$ cat src/rtl/universal_shift_register.sv
// universal_shift_register
//
// Parametrised WIDTH-bit register with hold, parallel load, serial shift
// right/left and an automatic multi-step shift engine.
//
// Optional feature macro: UNIVERSAL_SHIFT_REGISTER_ROTATE_EN
//   When defined, port Rot exists; Rot=1 turns every shift (manual or
//   automatic) into a rotate and the serial inputs are ignored.
//
// Ports:
//   Clk    in   clock, all state updates on rising edge
//   Rst_n  in   synchronous active-low reset
//   D      in   parallel load data
//   Mode   in   00 hold, 01 shift right, 10 shift left, 11 load
//   Ser_R  in   fill bit entering Q[WIDTH-1] on shift right
//   Ser_L  in   fill bit entering Q[0] on shift left
//   Start  in   request automatic shift of Amt steps in direction Mode
//   Amt    in   number of automatic shift steps
//   Rot    in   rotate select (ROTATE_EN builds only)
//   Q      out  register contents
//   Busy   out  automatic shift in progress (registered)
//   Done   out  one-cycle pulse after the last automatic shift (registered)

module universal_shift_register #(
  parameter int unsigned             WIDTH     = 4,
  parameter logic [WIDTH-1:0]        RESET_VAL = '0,
  parameter int unsigned             CNT_W     = $clog2(WIDTH) + 1
) (
  input  logic             Clk,
  input  logic             Rst_n,
  input  logic [WIDTH-1:0] D,
  input  logic [1:0]       Mode,
  input  logic             Ser_R,
  input  logic             Ser_L,
  input  logic             Start,
  input  logic [CNT_W-1:0] Amt,
`ifdef UNIVERSAL_SHIFT_REGISTER_ROTATE_EN
  input  logic             Rot,
`endif
  output logic [WIDTH-1:0] Q,
  output logic             Busy,
  output logic             Done
);

  typedef enum logic [0:0] {StIdle, StRun} state_e;

  state_e             state_q, state_d;
  logic [WIDTH-1:0]   q_q, q_d;
  logic [CNT_W-1:0]   cnt_q, cnt_d;
  logic               dir_left_q, dir_left_d;
  logic               done_q, done_d;

  logic               rot;
`ifdef UNIVERSAL_SHIFT_REGISTER_ROTATE_EN
  assign rot = Rot;
`else
  assign rot = 1'b0;
`endif

  // Shifted candidates; with rot set the bit leaving one end re-enters the other.
  logic [WIDTH-1:0] q_shr, q_shl;
  always_comb begin
    q_shr = {(rot ? q_q[0] : Ser_R), q_q[WIDTH-1:1]};
    q_shl = {q_q[WIDTH-2:0], (rot ? q_q[WIDTH-1] : Ser_L)};
  end

  logic auto_dir_mode;
  assign auto_dir_mode = (Mode == 2'b01) || (Mode == 2'b10);

  always_comb begin
    state_d    = state_q;
    q_d        = q_q;
    cnt_d      = cnt_q;
    dir_left_d = dir_left_q;
    done_d     = 1'b0;

    unique case (state_q)
      StIdle: begin
        if (Start && auto_dir_mode) begin
          // Q holds on the accepting edge; shifting starts on the next one.
          if (Amt != '0) begin
            dir_left_d = Mode[1];
            cnt_d      = Amt;
            state_d    = StRun;
          end else begin
            done_d = 1'b1;
          end
        end else begin
          unique case (Mode)
            2'b00:   q_d = q_q;
            2'b01:   q_d = q_shr;
            2'b10:   q_d = q_shl;
            2'b11:   q_d = D;
            default: q_d = q_q;
          endcase
        end
      end
      StRun: begin
        q_d   = dir_left_q ? q_shl : q_shr;
        cnt_d = cnt_q - CNT_W'(1);
        if (cnt_q == CNT_W'(1)) begin
          state_d = StIdle;
          done_d  = 1'b1;
        end
      end
      default: state_d = StIdle;
    endcase
  end

  always_ff @(posedge Clk) begin
    if (!Rst_n) begin
      state_q    <= StIdle;
      q_q        <= RESET_VAL;
      cnt_q      <= '0;
      dir_left_q <= 1'b0;
      done_q     <= 1'b0;
    end else begin
      state_q    <= state_d;
      q_q        <= q_d;
      cnt_q      <= cnt_d;
      dir_left_q <= dir_left_d;
      done_q     <= done_d;
    end
  end

  assign Q    = q_q;
  assign Busy = (state_q == StRun);
  assign Done = done_q;

endmodule

$ cat config.mk
export PLATFORM = sky130hd
export DESIGN_NAME = universal_shift_register
export DESIGN_NICKNAME = d
export VERILOG_FILES = /design/src/rtl/universal_shift_register.sv
export SDC_FILE = /design/constraint.sdc
export NUM_CORES = 1
export LEC_CHECK = 0
export CELL_PAD_IN_SITES_DETAIL_PLACEMENT = 2
export CELL_PAD_IN_SITES_GLOBAL_PLACEMENT = 2
export CORE_UTILIZATION = 23
export CTS_BUF_LIST = sky130_fd_sc_hd__clkbuf_16
export DETAILED_ROUTE_END_ITERATION = 12
export GPL_ROUTABILITY_DRIVEN = 1
export PLACE_DENSITY = 0.68
export SYNTH_ARGS = -nofsm -noshare
export SYNTH_HDL_FRONTEND = slang
export SYNTH_SLANG_ARGS = --single-unit
export TNS_END_PERCENT = 5
$ cat constraint.sdc
create_clock -name Clk -period 1.3 [get_ports Clk]
set_clock_uncertainty 0.05 [all_clocks]
set_input_delay 0.26 -clock Clk [delete_from_list [all_inputs] [get_ports Clk]]
set_output_delay 0.26 -clock Clk [all_outputs]
set_load 0.1 [all_outputs]
==> impl_metrics.ini <==
[sta]
tns_ns = 0
slew_headroom_pct = 81.3
final.setup.worst_slack_ns = 0.0393
slew_violations = 0
finalSetupViolCount = 0
worst_pin_slew_ns = 0.280
fmax_mhz = 793
hold_viol = 0
rsz0062_at_grt = no
post-route-period-util_pct = 97.0
fin_crit_ns = 1.26

[setup_path]
rr_endpoint = Q[2]$_SDFFE_PN0P_
arrival_ns = 0.95
cp.required_ns = 0.99
reg2reg_setup_slack_ns = 0.08
crit_path_start_kind = flop
slowest_stage = dfxtp_4
max_stage_delay_ns = 0.37
worstSetupPathType = reg -> out
cp-end-kind = output pin
cp_cell_sequence = buf_4 > buf_12
reg2regPathDepth = 3
r2r-start = Q[1]$_SDFFE_PN0P_
cp_max_fo = 7

[yosys]
synth.distinct_cells = 31
async_flop_share_pct = 0
synthFlopType = dfxtp_1
syn_avg_cell_area_sq_um = 9.11
yosysSeqAreaShare_pct = 30.5
synth_area_leaders = dfxtp_1 31%, ha_1 9.5%, a221o_1 6.1%
ys_ff_latch = 10
synth_edf_count = 0
netlist_instances = 72
yosysWarnings = 0
syn_nets = 91
yosysTopAreaCell = dfxtp_1
syn_area_sq_um = 656
synth_top_area_share_pct = 30.5

[routing]
vias_per_cell = 4.98
wl_um = 2120
first_iter_violations = 9
wl_met3_um = 43
drt-met1-wl_um = 1120
route.detailed.drc = 0
dr.max_layer_used = met4
dr_wl_met2_um = 917
via_count = 672
drt-pass1-iter-count = 4
routedWlPerCell_um = 15.7
final_antenna_net_count = 0

[min_path]
min_to = dir_left_q$_SDFFE_PN0P_
min_path_cells = 3
hp-class = in -> reg
min_from = Mode[1]

[clock_network]
clk-insertion-delay-late_ns = 0.24
clk_pin_slew_worst_paths_ns = 0.04
clk_path_buf_depth = 2
cts_tree = yes
cts_root_buf = clkbuf_16
cts_num_sinks = 10
cts_max_level = 1
cts_made_buffers = 3

[placed_design]
place_inst = 131
dp_hpwl_um = 1690
place_congestion = 0.696
placed_area_sq_um = 1060
portBuffers = 19
place_ws_ns = -0.648

[power]
power.density_nw_per_um2 = 1170
p_leak_uw = 0.000514
peakVddDrop_mv = 0.548

[run]
drv_cap = 0

[global_route]
track_usage_pct = 15.0
overflow = 0
antenna_found_initial = 0
grt_pass1_vias = 700
grt_pass1_wl_um = 3550
grt_max_degree = 8

[die]
io_pins = 20
initial_core_util_pct = 25.3
die_h_um = 55.4
core_area_sq_um = 2590
dieWidth_um = 55.4
die-area_sq_um = 3070
rows = 18

[final_layout]
nets = 125
final_cells = 135
layout_commonest_cell = buf_4
final_cell_mix = 14 x buf_4, 6 x buf_12
regArea_sq_um = 216
fillers = 281
fin_area_sq_um = 1170
n_antenna_cell = 0
drive_gt1_share_pct = 38.1
area_growth_syn_to_layout_pct = 78.1
postLayoutCoreUtil_pct = 45.1
multi_input_area_sq_um = 479

[run_status]
status = finished, final reports clean
sequential cells by signal, summed over array words and instances, names as in the netlist:
signal / cells
cnt_q: 3
Done: 1
Q: 4
Busy: 1
dir_left_q: 1
logic make-up after synthesis:
kind of cell | synth area share, %
AO/OA/AOI/OAI | 29.2
AND/OR/NAND/NOR | 17.9
flip-flops | 30.5
buffers and inverters | 5.34
adder cells (fa/ha/maj) | 9.54
multiplexers | 6.11
XOR/XNOR | 1.34
where the power goes:
part	internal, uW	total, uW	switching, uW
registers	336	375	38.2
logic	205	435	230
clock network	404	558	154
total	945	1370	422
what timing repair did:
item / CTS / global route
hold buffers: 0 / 0
setup endpoints to repair: 10 / 6
cloned: 0 / 0
gates resized for setup: 21 / 3
pin swaps: 4 / 3
endpoints found under the hold margin: 0 / 0
buffers inserted: 0 / 0
Yosys cell counts, types with 2 or more instances:
library cell  instances
mux2i_1               4
nor2_1                6
a21o_1                4
inv_1                 4
dfxtp_1              10
ha_1                  5
a22o_1                4
nand2_1               6
nand3_1               2
a221o_1               4
a21oi_1               3
layout make-up:
type	count	area share, %
clock inverter	1	0.322
clock buffer	3	6.43
timing repair buffer	32	29.2
sequential	10	18.5
tap	30	3.22
multi-input combinational	55	41.1
inverter	4	1.29
stage by stage:
step / power (uW) / hold WS (ns)
after floorplan: 613 / 0.346
after global placement: 790 / 0.403
after detailed placement: 801 / 0.422
after CTS: 1380 / 0.281
after global routing: 1430 / 0.324
final: 1370 / 0.304
worst max-delay path: cells and delay by family, from the launching register on:
| family | cells | cell delay [ns] |
|---|---|---|
| buffers and inverters | 2 | 0.34 |
| flip-flops | 1 | 0.37 |
routing by layer:
layer | GRT usage [%] | vias up
met3 | 1.41 | 4
met2 | 20.8 | 13
met4 | 6.43 | 0
li1 | - | 338
met5 | 0 | -
met1 | 22.9 | 317
worst max path at each step:
stage	to	slack, ns	from	depth (start not counted)
floorplan	Q[3]$_SDFFE_PN0P_	-0.03	Mode[0]	5
global placement	Q[0]$_SDFFE_PN0P_	-0.64	Mode[1]	6
detailed placement	Q[0]$_SDFFE_PN0P_	-0.65	Mode[1]	6
CTS	Q[0]$_SDFFE_PN0P_	-0.01	Ser_L	4
global route	Busy	0.001	Busy$_SDFF_PN0_	2
finish	Busy	0.04	Busy$_SDFF_PN0_	2
(Power assumes the default switching activity.)
